File: src/rtl/qbuff_pkg.sv
// Shared types and default geometry for the qbuff stream loader.
// Package items are the single source of default lane count, sample width and depth.
package qbuff_pkg;

    localparam int SAMPLE_W  = 8;
    localparam int NUM_LANES = 4;
    localparam int ADDR_W    = 4;
    localparam int LANE_W    = $clog2(NUM_LANES);

    typedef enum logic [1:0] {
        IDLE,
        LOAD,
        DRAIN,
        DONE
    } state_t;

    typedef logic [NUM_LANES-1:0][SAMPLE_W-1:0] lane_word_t;

endpackage

File: src/rtl/qbuff_loader_if.sv
// Sample stream in and lane-memory write port out, bundled for the loader.
// master is the stream source / memory observer side, slave is the loader.
interface qbuff_loader_if
    import qbuff_pkg::*;
#(
    parameter int B = SAMPLE_W,
    parameter int L = NUM_LANES,
    parameter int N = ADDR_W
);

    logic           s_axis_tvalid;
    logic           s_axis_tready;
    logic [B-1:0]   s_axis_tdata;
    logic           s_axis_tlast;
    logic           mem_we;
    logic [N-1:0]   mem_addr;
    logic [L*B-1:0] mem_di;

    modport master (
        output s_axis_tvalid, s_axis_tdata, s_axis_tlast,
        input  s_axis_tready, mem_we, mem_addr, mem_di
    );

    modport slave (
        input  s_axis_tvalid, s_axis_tdata, s_axis_tlast,
        output s_axis_tready, mem_we, mem_addr, mem_di
    );

endinterface

File: src/rtl/qbuff_loader_lane_packer.sv
// Collects consecutive samples into lanes 0..L-1 of one packed word.
// word_ready is the registered one-cycle strobe that marks the word as complete.
module lane_packer
    import qbuff_pkg::*;
#(
    parameter int B  = SAMPLE_W,
    parameter int L  = NUM_LANES,
    parameter int LW = LANE_W
) (
    input  logic                clk,
    input  logic                rst_n,
    input  logic                clear,
    input  logic                accept,
    input  logic                last,
    input  logic [B-1:0]        data,
    output logic                word_end,
    output logic                word_ready,
    output logic [L-1:0][B-1:0] word
);

    logic [LW-1:0] lane;

    assign word_end = accept && (last || (lane == LW'(L - 1)));

    // Writing lane k also clears every lane above it, so short final words come out zero-filled.
    always_ff @(posedge clk or negedge rst_n) begin
        if (!rst_n) begin
            lane       <= '0;
            word       <= '0;
            word_ready <= 1'b0;
        end else begin
            word_ready <= word_end;
            if (clear) begin
                lane <= '0;
                word <= '0;
            end else if (accept) begin
                for (int i = 0; i < L; i++) begin
                    if (i == int'(lane)) begin
                        word[i] <= data;
                    end else if (i > int'(lane)) begin
                        word[i] <= '0;
                    end
                end
                lane <= word_end ? '0 : lane + 1'b1;
            end
        end
    end

endmodule

File: src/rtl/qbuff_loader.sv
// Loads a serial sample stream into the lane memories, L samples per address.
// Owns the load FSM, the arm edge detector, the address/word counters and status.
module qbuff_loader
    import qbuff_pkg::*;
#(
    parameter int B = SAMPLE_W,
    parameter int L = NUM_LANES,
    parameter int N = ADDR_W
) (
    input  logic          aclk,
    input  logic          aresetn,
    qbuff_loader_if.slave bus,
    input  logic          START_REG,
    output logic          busy,
    output logic          done,
    output logic          ovf,
    output logic [N:0]    nwords
);

    localparam int LW = (L > 1) ? $clog2(L) : 1;
    localparam logic [N:0] LAST_SLOT = {1'b0, {N{1'b1}}};

    state_t              state;
    state_t              next_state;
    logic                start_prev;
    logic                arm;
    logic                tready;
    logic                accept;
    logic                word_end;
    logic                word_ready;
    logic [N:0]          wcount;
    logic [N-1:0]        addr;
    logic [L-1:0][B-1:0] word;

    assign arm               = START_REG && !start_prev && (state == IDLE || state == DONE);
    assign accept            = bus.s_axis_tvalid && tready;
    assign bus.s_axis_tready = tready;
    assign bus.mem_we        = word_ready;
    assign bus.mem_addr      = addr;
    assign bus.mem_di        = word;

    lane_packer #(.B(B), .L(L), .LW(LW)) u_packer (
        .clk        (aclk),
        .rst_n      (aresetn),
        .clear      (arm),
        .accept     (accept && state == LOAD),
        .last       (bus.s_axis_tlast),
        .data       (bus.s_axis_tdata),
        .word_end   (word_end),
        .word_ready (word_ready),
        .word       (word)
    );

    always_ff @(posedge aclk or negedge aresetn) begin
        if (!aresetn) begin
            state <= IDLE;
        end else begin
            state <= next_state;
        end
    end

    // tlast wins over the full condition, so an exactly-full load ends cleanly without ovf.
    always_comb begin
        next_state = state;
        tready     = 1'b0;
        busy       = 1'b0;
        done       = 1'b0;
        unique case (state)
            IDLE: begin
                if (arm) next_state = LOAD;
            end
            LOAD: begin
                tready = 1'b1;
                busy   = 1'b1;
                if (word_end && bus.s_axis_tlast) begin
                    next_state = DONE;
                end else if (word_end && wcount == LAST_SLOT) begin
                    next_state = DRAIN;
                end
            end
            DRAIN: begin
                tready = 1'b1;
                busy   = 1'b1;
                if (accept && bus.s_axis_tlast) next_state = DONE;
            end
            DONE: begin
                done = 1'b1;
                if (arm) next_state = LOAD;
            end
        endcase
    end

    // addr latches the slot of the word being finished so it lines up with the mem_we pulse.
    always_ff @(posedge aclk or negedge aresetn) begin
        if (!aresetn) begin
            start_prev <= 1'b0;
            wcount     <= '0;
            addr       <= '0;
            nwords     <= '0;
            ovf        <= 1'b0;
        end else begin
            start_prev <= START_REG;
            if (arm) begin
                wcount <= '0;
                addr   <= '0;
                nwords <= '0;
                ovf    <= 1'b0;
            end else if (word_end) begin
                addr   <= wcount[N-1:0];
                wcount <= wcount + 1'b1;
                nwords <= wcount + 1'b1;
                if (!bus.s_axis_tlast && wcount == LAST_SLOT) ovf <= 1'b1;
            end
        end
    end

endmodule

File: src/flat_wrapper.sv
// flat-port wrapper written by rule: the top's interface ports become plain ports
module qbuff_loader_flat import qbuff_pkg::*;
#(
    parameter int B = SAMPLE_W,
    parameter int L = NUM_LANES,
    parameter int N = ADDR_W
)
  (aclk, aresetn, START_REG, busy, done, ovf, nwords, bus_s_axis_tvalid, bus_s_axis_tdata, bus_s_axis_tlast, bus_s_axis_tready, bus_mem_we, bus_mem_addr, bus_mem_di);
  qbuff_loader_if #(.B(B), .L(L), .N(N)) bus_i ();
  input  logic aclk;
  input  logic aresetn;
  input  logic START_REG;
  output logic busy;
  output logic done;
  output logic ovf;
  output logic [N:0] nwords;
  input wire logic [$bits(bus_i.s_axis_tvalid)-1:0] bus_s_axis_tvalid;
  input wire logic [$bits(bus_i.s_axis_tdata)-1:0] bus_s_axis_tdata;
  input wire logic [$bits(bus_i.s_axis_tlast)-1:0] bus_s_axis_tlast;
  output wire logic [$bits(bus_i.s_axis_tready)-1:0] bus_s_axis_tready;
  output wire logic [$bits(bus_i.mem_we)-1:0] bus_mem_we;
  output wire logic [$bits(bus_i.mem_addr)-1:0] bus_mem_addr;
  output wire logic [$bits(bus_i.mem_di)-1:0] bus_mem_di;
  assign bus_i.s_axis_tvalid = bus_s_axis_tvalid;
  assign bus_i.s_axis_tdata = bus_s_axis_tdata;
  assign bus_i.s_axis_tlast = bus_s_axis_tlast;
  assign bus_s_axis_tready = bus_i.s_axis_tready;
  assign bus_mem_we = bus_i.mem_we;
  assign bus_mem_addr = bus_i.mem_addr;
  assign bus_mem_di = bus_i.mem_di;
  qbuff_loader #(.B(B), .L(L), .N(N)) u_core (.aclk(aclk), .aresetn(aresetn), .bus(bus_i), .START_REG(START_REG), .busy(busy), .done(done), .ovf(ovf), .nwords(nwords));
endmodule
File: config.mk
export PLATFORM = sky130hd
export DESIGN_NAME = qbuff_loader_flat
export DESIGN_NICKNAME = d
export VERILOG_FILES = /design/src/rtl/qbuff_pkg.sv /design/src/rtl/qbuff_loader_if.sv /design/src/rtl/qbuff_loader_lane_packer.sv /design/src/rtl/qbuff_loader.sv /design/src/flat_wrapper.sv
export SDC_FILE = /design/constraint.sdc
export NUM_CORES = 1
export LEC_CHECK = 0
export CORE_MARGIN = 1.5
export CORE_UTILIZATION = 35
export CTS_CLUSTER_SIZE = 8
export DETAILED_ROUTE_END_ITERATION = 10
export GPL_TIMING_DRIVEN = 0
export MAX_ROUTING_LAYER = met4
export PLACE_DENSITY = 0.71
export SYNTH_ARGS = -nofsm -noshare
export SYNTH_HDL_FRONTEND = slang
export SYNTH_SLANG_ARGS = --single-unit
File: constraint.sdc
create_clock -name aclk -period 2.28 [get_ports aclk]
set_input_delay 0.228 -clock aclk [delete_from_list [all_inputs] [get_ports aclk]]
set_output_delay 0.228 -clock aclk [all_outputs]
set_load 0.1 [all_outputs]
==> results of run 1 <==
## synth_stat cells, drive strengths merged (2+ instances only)
library cell	n	area [um2]
a31oi	2	27.5
buf	13	93.8
a22o	8	70.1
nand3	2	15.0
dfrtp	48	1200
ha	9	113
nand4	9	56.3
mux2i	8	80.1
xnor2	2	17.5
o2bb2ai	2	17.5
and3	2	12.5
nand2	28	108
nor2	12	45.0
inv	10	37.5
o21ai	10	50.1
a21oi	25	125
or3	2	12.5
## kinds of logic after synthesis
family / Yosys count / share of synthesized area [%]
simple gates: 62 / 14.5
fa+ha+maj: 9 / 5.09
buf+inv: 24 / 6.11
xor+xnor: 2 / 0.792
compound gates: 52 / 15.6
flops: 48 / 54.3
mux: 8 / 3.62
## final timing paths
path	from	to	cells past startpoint
max	u_core.nwords[0]	nwords[0]	1
min	bus_s_axis_tvalid	u_core.nwords[0]	5
max reg2reg	u_core.state[0]	u_core.u_packer.word[21]	5
min reg2reg	u_core.u_packer.word[19]	u_core.u_packer.word[19]	1
max in group asynchronous	aresetn	u_core.u_packer.word[7]	3
min in group asynchronous	aresetn	u_core.state[0]	2
## layout make-up
class	count	area share (%)
repair buffers	59	19.8
flip-flops and latches	48	40.1
inverters	10	1.25
clock buffers	6	2.76
multi-input cells	133	29.2
plain buffers	14	3.26
well taps	75	3.13
clock inverters	2	0.459
## placed cells by master (no fill, tap or decap), types with 3 or more instances in the layout
cell	count
sky130_fd_sc_hd__nor2_1	12
sky130_fd_sc_hd__clkdlybuf4s50_1	53
sky130_fd_sc_hd__dfrtp_1	48
sky130_fd_sc_hd__o21ai_0	10
sky130_fd_sc_hd__clkbuf_8	6
sky130_fd_sc_hd__mux2i_1	8
sky130_fd_sc_hd__nand2_1	27
sky130_fd_sc_hd__a21oi_1	25
sky130_fd_sc_hd__buf_6	3
sky130_fd_sc_hd__nand4_1	9
sky130_fd_sc_hd__ha_1	9
sky130_fd_sc_hd__buf_2	7
sky130_fd_sc_hd__a22o_1	8
sky130_fd_sc_hd__buf_4	4
sky130_fd_sc_hd__inv_1	10
## state kept, by name (all words and copies together), names as in the netlist
signal	flops
u_core.ovf	1
u_core.start_prev	1
u_core.bus.mem_addr	4
u_core.u_packer.word	32
u_core.state	2
u_core.u_packer.word_ready	1
u_core.u_packer.lane	2
u_core.nwords	5
## metrics by stage
step / area, um2 / total power (uW)
6_report: 3000 / 3990
5_1_grt: 3000 / 4170
4_1_cts: 3000 / 4010
3_5_place_dp: 2890 / 3460
3_3_place_gp: 2880 / 3440
2_1_floorplan: 2210 / 2930
## layer usage
metal  global-route usage (%)  vias up  part of all wire, %
met2                     26.4       44                   47
met5                        -        -                    0
met4                     4.50        0                 0.99
met3                     3.41        6                  4.5
met1                     23.8      884                   48
li1                         -      848                    -
## timing repair
action	in CTS	in global routing
hold buffers	1	0
endpoints found under the setup margin	2	2
gates resized for setup	5	2
endpoints found under the hold margin	18	0
## where the power goes
part	internal, uW	switching [uW]
Combinational	551	1740
Sequential	1020	123
Clock	249	305
==> metrics, run 1 <==
endpoints failing hold=0; count of TritonRoute iterations in the first routing pass=4; synth unique cells=35; y dimension of the die=82.5 um; count of final max-slew check failures=0; number of DRC markers after the initial detailed-route iteration=111; setup repair after global routing missed its margin=false; starting utilization of the core area=36.7%; maximum number of pins on one net before global-route repair=31; Data required, critical path=2.05 ns; Worst R2R Setup Slack=0.43 ns; via count of the first global-routing pass=1,668; Static Leak=0.00137 uW; min cycle time layout=2.15 ns; IO Count=59; fraction of final layout cells sized beyond drive strength 1=11.4%; post-detailed-placement half-perimeter wirelength=3860 um; critical path fanouts, max=5; final wirelength=about 5500 um; multi-input gate area in the final layout=around 900 um2; Port Buffer Count=57; reported max-cap violation count=0; area of the mapped netlist=2210 um2; worst relative slew slack=roughly 34%; final std cells w/o fill=347; post-place setup slack=-0.0428 ns; total core area=between 6000 and 7000 um2; Max Fclk=465 MHz; growth of design area from synthesis to finish=35.5%; worst hold slack across all endpoints=0.388 ns; CP Data Arrival Time=1.92 ns; critical path buffer and inverter count=1; cell count after synthesis=205; CP startpoint kind=flop; setup repair bufs after CTS=0; Finished Core Util=between 40% and 50%; TritonCTS clock tree=built; via-per-instance ratio=around 5.1; GP Congestion=0.791; Post-Route Skew=roughly 0.0055 ns; CTS Buf Count=5; YS warnings=0; via count=1,782; Critical Setup Path Class=reg2out; crit path capture type=output port; final setup violating endpoints=0; register area share after synthesis=a little over half; overall die area=6810 um2; Routed Antenna Nets=0; aggregate negative setup slack=0 ns; Critical Path, Cell by Cell=clkdlybuf4s50_1; placed instance count=338; antenna violations before repair=0; nets in the synthesized netlist=227; overall overflow remaining after global route=0; total global routing track utilization=approximately 17%; share of the clock period used by the worst path after layout=94.4%; power density over cell area=approximately 1300 nW/um2; sinks on the clock net=48; register bit count reported by yosys=48; number of enable-type register cells in the synthesized netlist=0; number of buffers on the longest clock path=2; share of flip-flops with an asynchronous set or reset=between 90% and 100%; number of DRC violations after detailed routing=0; Worst IR Drop VDD=0.861 mV; pin slew with the least headroom to its limit=0.982 ns; H-tree depth=2; Antenna diodes=0; first-pass GRT wire length=8460 um; number of nets in the layout=~290; Max stage delay on crit path=1.17 ns; Reg area=1200 um2; run status=finished, final reports clean; path class of the lowest-slack min-delay path=in2reg; Crit-path slowest cell=sky130_fd_sc_hd__clkdlybuf4s50_1; CTS Root Buffer Type=sky130_fd_sc_hd__clkbuf_8; Avg Cell Area, Syn=10.8 um2; clock network latency to the later pin of the worst-skew pair=0.31 ns; Avg WL per Cell=15.8 um; Die Width=82.5 um; number of fill cells=about 580; site row count=28; setup slack after layout=0.127 ns; clock transition at the registers of the reported paths=0.09 ns; Primary FF master, synth=sky130_fd_sc_hd__dfrtp_1; CP delay by family, top=buffers and inverters
Note: power is estimated with default switching activity, not from simulation.
==> run 2, diff against run 1 <==
--- a/config.mk
+++ b/config.mk
@@ -5,13 +5,13 @@
 export SDC_FILE = /design/constraint.sdc
 export NUM_CORES = 1
 export LEC_CHECK = 0
-export CORE_MARGIN = 1.5
 export CORE_UTILIZATION = 35
-export CTS_CLUSTER_SIZE = 8
+export CTS_CLUSTER_SIZE = 30
 export DETAILED_ROUTE_END_ITERATION = 10
+export DONT_BUFFER_PORTS = 1
 export GPL_TIMING_DRIVEN = 0
 export MAX_ROUTING_LAYER = met4
-export PLACE_DENSITY = 0.71
+export PLACE_DENSITY = 0.59
 export SYNTH_ARGS = -nofsm -noshare
 export SYNTH_HDL_FRONTEND = slang
 export SYNTH_SLANG_ARGS = --single-unit
==> run 2 against run 1 <==
- sequential cell count stayed put
- critical endpoint is now u_core.state[0]
- total power is 7.8% lower
- largest cell class unchanged
- critical path type is now reg2reg
- highest routed layer unchanged
- clock power shrank 1%
- clock-buffer cell count stayed put
- die area fell by 2.4%
==> metrics, run 2 (synthesis gave the netlist of run 1 again) <==
Post-Route Skew=0.00475 ns (-0.000779 ns); share of power burned in registers=60.7% (+32 points); via count=1,540 (-14%); Port Buffer Count=0 (-100%); fraction of final layout cells sized beyond drive strength 1=15.3% (+3.9 points); cell-internal power=1560 uW (-14%); number of DRC violations after detailed routing=0 (unchanged); beginning of the worst register-to-register path=u_core.nwords[3]; GP Congestion=0.712 (-10%); y dimension of the die=81.5 um (-1.2%); overall overflow remaining after global route=0 (unchanged); growth of design area from synthesis to finish=11.8%; min cycle time layout=2.20 ns (+0.0487 ns); Static Leak=0.00116 uW (-15%); CTS Root Buffer Type=sky130_fd_sc_hd__clkbuf_8; Antenna diodes=0 (unchanged); total global routing track utilization=17.1% (-0.20 points); flip-flop count of the largest register, all copies and words added=32 (unchanged); via count of the first global-routing pass=1,542 (-7.6%); CP Data Arrival Time=2.38 ns (+0.46 ns); sinks on the clock net=48 (unchanged); number of buffers on the longest clock path=2 (unchanged); worst-case reg-to-reg path depth=5 (unchanged); CP startpoint kind=flop; final setup violating endpoints=0 (unchanged); Worst R2R Setup Slack=0.08 ns (-0.35 ns); antenna violations before repair=0 (unchanged); critical path fanouts, max=5 (unchanged); count of TritonRoute iterations in the first routing pass=4 (unchanged); Worst IR Drop VDD=0.625 mV (-27%); clock network latency to the later pin of the worst-skew pair=0.30 ns (about the same); Worst setup endpoint=u_core.state[0]; register ranked first by flip-flop count=u_core.u_packer.word; part of the total power dissipated in the clock network=14.9% (+1.0 points); maximum number of pins on one net before global-route repair=49 (+58%); highest-count cells in the layout ignoring fill and taps=sky130_fd_sc_hd__dfrtp_1 (45), sky130_fd_sc_hd__nand2_1 (27), sky130_fd_sc_hd__a21oi_1 (25); H-tree depth=2 (unchanged); path class of the lowest-slack min-delay path=in2reg; final wirelength=5230 um (-4.4%); Critical Setup Path Class=reg2reg; critical register-to-register path endpoint=u_core.state[0]; post-detailed-placement half-perimeter wirelength=3650 um (-5.5%); proportion of power drawn by combinational gates=24.4% (-33 points); Data required, critical path=2.46 ns (+0.41 ns); worst setup path startpoint=u_core.nwords[3]; number of nets in the layout=237 (-19%); clock transition at the registers of the reported paths=0.09 ns (about the same); worst relative slew slack=35.2% (+0.90 points); net load switching power=2120 uW (-2.2%); setup repair bufs after CTS=0 (unchanged); number of DRC markers after the initial detailed-route iteration=107 (-3.6%); CTS Buf Count=5 (unchanged); pin slew with the least headroom to its limit=0.971 ns (-0.0105 ns); Finished Core Util=41.0% (-8.7 points); IO Count=59 (unchanged); Die Width=81.5 um (-1.2%); Max Fclk=454 MHz (-2.2%); first-pass GRT wire length=8070 um (-4.6%); endpoints failing hold=0 (unchanged); via-per-instance ratio=5.29 (+3.1%); share of the clock period used by the worst path after layout=96.6% (+2.1 points); setup repair after global routing missed its margin=false; TritonCTS clock tree=built; crit path capture type=flop; starting utilization of the core area=36.7% (unchanged); Routed Antenna Nets=0 (unchanged); power density over cell area=1490 nW/um2 (+12%); run status=finished, final reports clean; overall die area=6640 um2 (-2.4%); switching power as a share of total power=57.6% (+3.3 points); post-layout power=3680 uW (-7.8%); most common library cell in the layout ignoring fill and taps=sky130_fd_sc_hd__dfrtp_1; Avg WL per Cell=18.0 um (+14%); site row count=28 (unchanged); count of final max-slew check failures=0 (unchanged); reported max-cap violation count=0 (unchanged); total core area=6030 um2 (unchanged)
==> run 2: timing repair <==
item                                    4_1_cts  5_1_grt
endpoints found under the setup margin        2        2
pin swaps                                     0        0
hold buffers                                  3        0
resized for setup                             4        4
endpoints found under the hold margin        49        0
==> run 2: area by class of cell <==
cell class	instances	area, um2
plain buffers	14	110
well taps	75	93.8
inverters	10	41.3
clock inverters	2	13.8
repair buffers	3	47.5
flip-flops and latches	48	1200
fillers	620	3550
multi-input cells	133	878
clock buffers	6	82.6
==> run 2: power groups by stage <==
stage / Combinational, uW / Clock, uW / Sequential, uW
6_report: 899 / 547 / 2230
5_1_grt: 988 / 590 / 2260
4_1_cts: 885 / 563 / 2240
3_5_place_dp: 843 / 0 / 2250
3_3_place_gp: 830 / 0 / 2250
2_1_floorplan: 724 / 0 / 2200
==> run 2: stage by stage <==
stage | hold WS (ns) | instance area (um2) | worst slack (ns) | std cells | setup TNS [ns]
2_1_floorplan | -0.0676 | 2210 | 0.0901 | 205 | 0
3_3_place_gp | -0.0667 | 2310 | -0.0822 | 280 | -0.0822
3_5_place_dp | -0.0665 | 2310 | -0.0902 | 280 | -0.0902
4_1_cts | 0.0410 | 2460 | 0.0336 | 291 | 0
5_1_grt | 0.0431 | 2470 | 0.00895 | 291 | 0
6_report | 0.0492 | 2470 | 0.0786 | 291 | 0
==> run 2: routing by layer <==
metal / part of all wire, % / wire length [um] / GRT usage [%]
met2: 46 / 2390 / 25.3
met3: 5.8 / 303 / 4.44
met1: 47 / 2470 / 22.6
met4: 1.3 / 70 / 6.43
met5: 0 / 0 / -
==> run 2: worst min path at each step <==
stage                                   start                  endpoint  slack [ns]  depth (start not counted)
final                     bus_s_axis_tdata[5]  u_core.u_packer.word[13]        0.05                          2
after global routing      bus_s_axis_tdata[0]  u_core.u_packer.word[16]        0.04                          1
after CTS                 bus_s_axis_tdata[7]  u_core.u_packer.word[15]        0.04                          2
after detailed placement              aresetn  u_core.u_packer.word[19]       -0.07                          0
after global placement                aresetn  u_core.u_packer.word[19]       -0.07                          0
after floorplan                       aresetn    u_core.bus.mem_addr[0]       -0.07                          0
==> run 2: critical path, stage by stage (launching register included) <==
cell                        delay, ns
sky130_fd_sc_hd__dfrtp_1         0.99
sky130_fd_sc_hd__and3_1          0.27
sky130_fd_sc_hd__ha_1            0.19
sky130_fd_sc_hd__nand4b_1        0.11
sky130_fd_sc_hd__a2111oi_0       0.44
sky130_fd_sc_hd__a21oi_1         0.07
==> run 3, diff against run 2 <==
--- a/config.mk
+++ b/config.mk
@@ -5,13 +5,14 @@
 export SDC_FILE = /design/constraint.sdc
 export NUM_CORES = 1
 export LEC_CHECK = 0
-export CORE_UTILIZATION = 35
+export CORE_MARGIN = 10
+export CORE_UTILIZATION = 50
 export CTS_CLUSTER_SIZE = 30
 export DETAILED_ROUTE_END_ITERATION = 10
 export DONT_BUFFER_PORTS = 1
 export GPL_TIMING_DRIVEN = 0
 export MAX_ROUTING_LAYER = met4
-export PLACE_DENSITY = 0.59
+export PLACE_DENSITY = 0.75
 export SYNTH_ARGS = -nofsm -noshare
 export SYNTH_HDL_FRONTEND = slang
 export SYNTH_SLANG_ARGS = --single-unit
==> run 3 against run 2 <==
- highest routed layer unchanged
- clock skew increased by 0.00099 ns
- clock power fell by 4.2%
- via count rose by 2.7%
- critical path type is now reg2out
- sequential power about the same
- non-clock buffer count unchanged
- register-to-register slack hardly changed
==> metrics, run 3 (synthesis gave the netlist of run 1 again) <==
H-tree depth=2 (unchanged); critical register-to-register path endpoint=u_core.state[0]; CP Data Arrival Time=1.97 ns (-0.41 ns); clock transition at the registers of the reported paths=0.08 ns (about the same); antenna violations before repair=0 (unchanged); Data required, critical path=2.05 ns (-0.41 ns); overall die area=7480 um2 (+13%); highest-count cells in the layout ignoring fill and taps=sky130_fd_sc_hd__dfrtp_1 (45), sky130_fd_sc_hd__nand2_1 (27), sky130_fd_sc_hd__a21oi_1 (25); proportion of power drawn by combinational gates=24.3% (about the same); worst setup path startpoint=u_core.state[0]; Critical Setup Path Class=reg2out; share of power burned in registers=61.4% (+0.7 points); total core area=4320 um2 (-28%); standard cell area after detailed placement=2280 um2 (-1.2%); Static Leak=0.00115 uW (-0.47%); CTS Buf Count=5 (unchanged); number of buffers on the longest clock path=2 (unchanged); IO Count=59 (unchanged); reported max-cap violation count=0 (unchanged); starting utilization of the core area=51.2% (+14 points); number of DRC markers after the initial detailed-route iteration=65 (-39%); part of the total power dissipated in the clock network=14.4% (-0.5 points); final setup violating endpoints=0 (unchanged); first-pass GRT wire length=8600 um (+6.7%); number of DRC violations after detailed routing=0 (unchanged); Port Buffer Count=0 (unchanged); via-per-instance ratio=5.92 (+12%); Design Area, Final=2430 um2 (-1.8%); y dimension of the die=86.5 um (+6.2%); Worst IR Drop VDD=0.800 mV (+28%); post-place setup slack=-0.0992 ns (-0.00896 ns); pin slew with the least headroom to its limit=0.983 ns (+0.0116 ns); setup slack after layout=0.0852 ns (+0.00660 ns); count of final max-slew check failures=0 (unchanged); beginning of the worst register-to-register path=u_core.nwords[3]; Max Fclk=456 MHz (+0.30%); Avg WL per Cell=20.3 um (+13%); flip-flop count of the largest register, all copies and words added=32 (unchanged); path class of the lowest-slack min-delay path=in2reg; TritonCTS clock tree=built; clock network latency to the later pin of the worst-skew pair=0.30 ns (about the same); share of the clock period used by the worst path after layout=96.3% (-0.29 points); power density over cell area=1500 nW/um2 (+0.99%); maximum number of pins on one net before global-route repair=49 (unchanged); total global routing track utilization=15.0% (-2.1 points); Finished Core Util=56.1% (+15 points); sinks on the clock net=48 (unchanged); Worst Hold Launch=bus_s_axis_tdata[3]; net load switching power=2110 uW (-0.31%); min cycle time layout=2.19 ns (-0.00660 ns); GP Congestion=0.820 (+15%); Antenna diodes=0 (unchanged); run status=finished, final reports clean; Worst R2R Setup Slack=0.09 ns (about the same); overall overflow remaining after global route=0 (unchanged); Die Width=86.5 um (+6.2%); via count of the first global-routing pass=1,582 (+2.6%); crit path capture type=output port; worst relative slew slack=34.6% (-0.61 points); endpoints failing hold=0 (unchanged); worst hold path cell count=1 (-1); Routed Antenna Nets=0 (unchanged); CP startpoint kind=flop; fraction of final layout cells sized beyond drive strength 1=14.4% (-0.86 points); cell-internal power=1530 uW (-1.6%); Endpoint, Worst Hold=u_core.u_packer.word[19]; count of TritonRoute iterations in the first routing pass=4 (unchanged); number of nets in the layout=237 (unchanged); worst-case reg-to-reg path depth=5 (unchanged); via count=1,581 (+2.7%); register ranked first by flip-flop count=u_core.u_packer.word; CTS Root Buffer Type=sky130_fd_sc_hd__clkbuf_8; setup repair bufs after CTS=0 (unchanged); Post-Route Skew=0.00573 ns (+0.000989 ns); site row count=24 (-14%); growth of design area from synthesis to finish=9.73%; final wirelength=5410 um (+3.5%); setup repair after global routing missed its margin=false; post-detailed-placement half-perimeter wirelength=3850 um (+5.4%); switching power as a share of total power=58.0% (+0.31 points); critical path fanouts, max=5 (unchanged); most common library cell in the layout ignoring fill and taps=sky130_fd_sc_hd__dfrtp_1
[run 3: cell count changes in the layout (fill, tap and decap cells not counted)]
cell	previous run	this run
sky130_fd_sc_hd__buf_12	1	0
sky130_fd_sc_hd__buf_6	3	4
sky130_fd_sc_hd__clkinv_2	1	0
sky130_fd_sc_hd__clkinv_4	0	1
sky130_fd_sc_hd__ha_1	8	9
sky130_fd_sc_hd__ha_2	1	0
sky130_fd_sc_hd__inv_6	1	0
[run 3: timing repair]
action | in CTS | in global routing
setup endpoints to repair | 2 | 2
pin swaps | 0 | 0
hold buffers | 3 | 0
endpoints found under the hold margin | 49 | 0
resized for setup | 3 | 2
[run 3: area by class of cell]
| cell class | instances | area [um2] |
|---|---|---|
| tap | 52 | 65.1 |
| timing repair buffer | 3 | 47.5 |
| clock buffer | 6 | 82.6 |
| sequential | 48 | 1200 |
| inverter | 10 | 41.3 |
| multi-input combinational | 133 | 876 |
| buffer | 14 | 101 |
| fill | 391 | 1900 |
| clock inverter | 1 | 8.76 |
[run 3: power groups by stage]
stage                     logic (uW)  registers [uW]  clock network, uW
after floorplan                  724            2200                  0
after global placement           822            2250                  0
after detailed placement         843            2260                  0
after CTS                        878            2250                535
after global routing             967            2270                578
final                            885            2240                524
[run 3: metrics by stage]
stage	cells	setup TNS (ns)	hold slack, ns	total power, uW
after global placement	257	-0.0632	-0.0663	3080
after global routing	267	0	0.0349	3820
after floorplan	205	0	-0.0676	2930
after CTS	267	0	0.0452	3660
final	267	0	0.0547	3650
after detailed placement	257	-0.0992	-0.0662	3100
[run 3: how the worst max path moves through the flow]
stage               slack [ns]  depth (start not counted)              end
floorplan                 0.09                          6  u_core.state[0]
detailed placement        -0.1                          6  u_core.state[0]
global placement         -0.06                          6  u_core.state[0]
CTS                       0.01                          4             busy
finish                    0.09                          4             busy
global route             0.005                          4             busy
[run 3: routing by layer]
layer | vias to the layer above | wire [um] | GRT usage, %
met5 | - | 0 | -
met4 | 0 | 107 | 6.19
met3 | 9 | 437 | 5.25
met1 | 791 | 2260 | 18.3
met2 | 52 | 2610 | 22.1
li1 | 729 | - | -
[run 3: worst max-delay path: stages (launching register included)]
cell	delay (ns)
sky130_fd_sc_hd__dfrtp_1	0.38
sky130_fd_sc_hd__inv_1	0.06
sky130_fd_sc_hd__ha_1	0.38
sky130_fd_sc_hd__clkinvlp_4	0.47
sky130_fd_sc_hd__buf_6	0.37
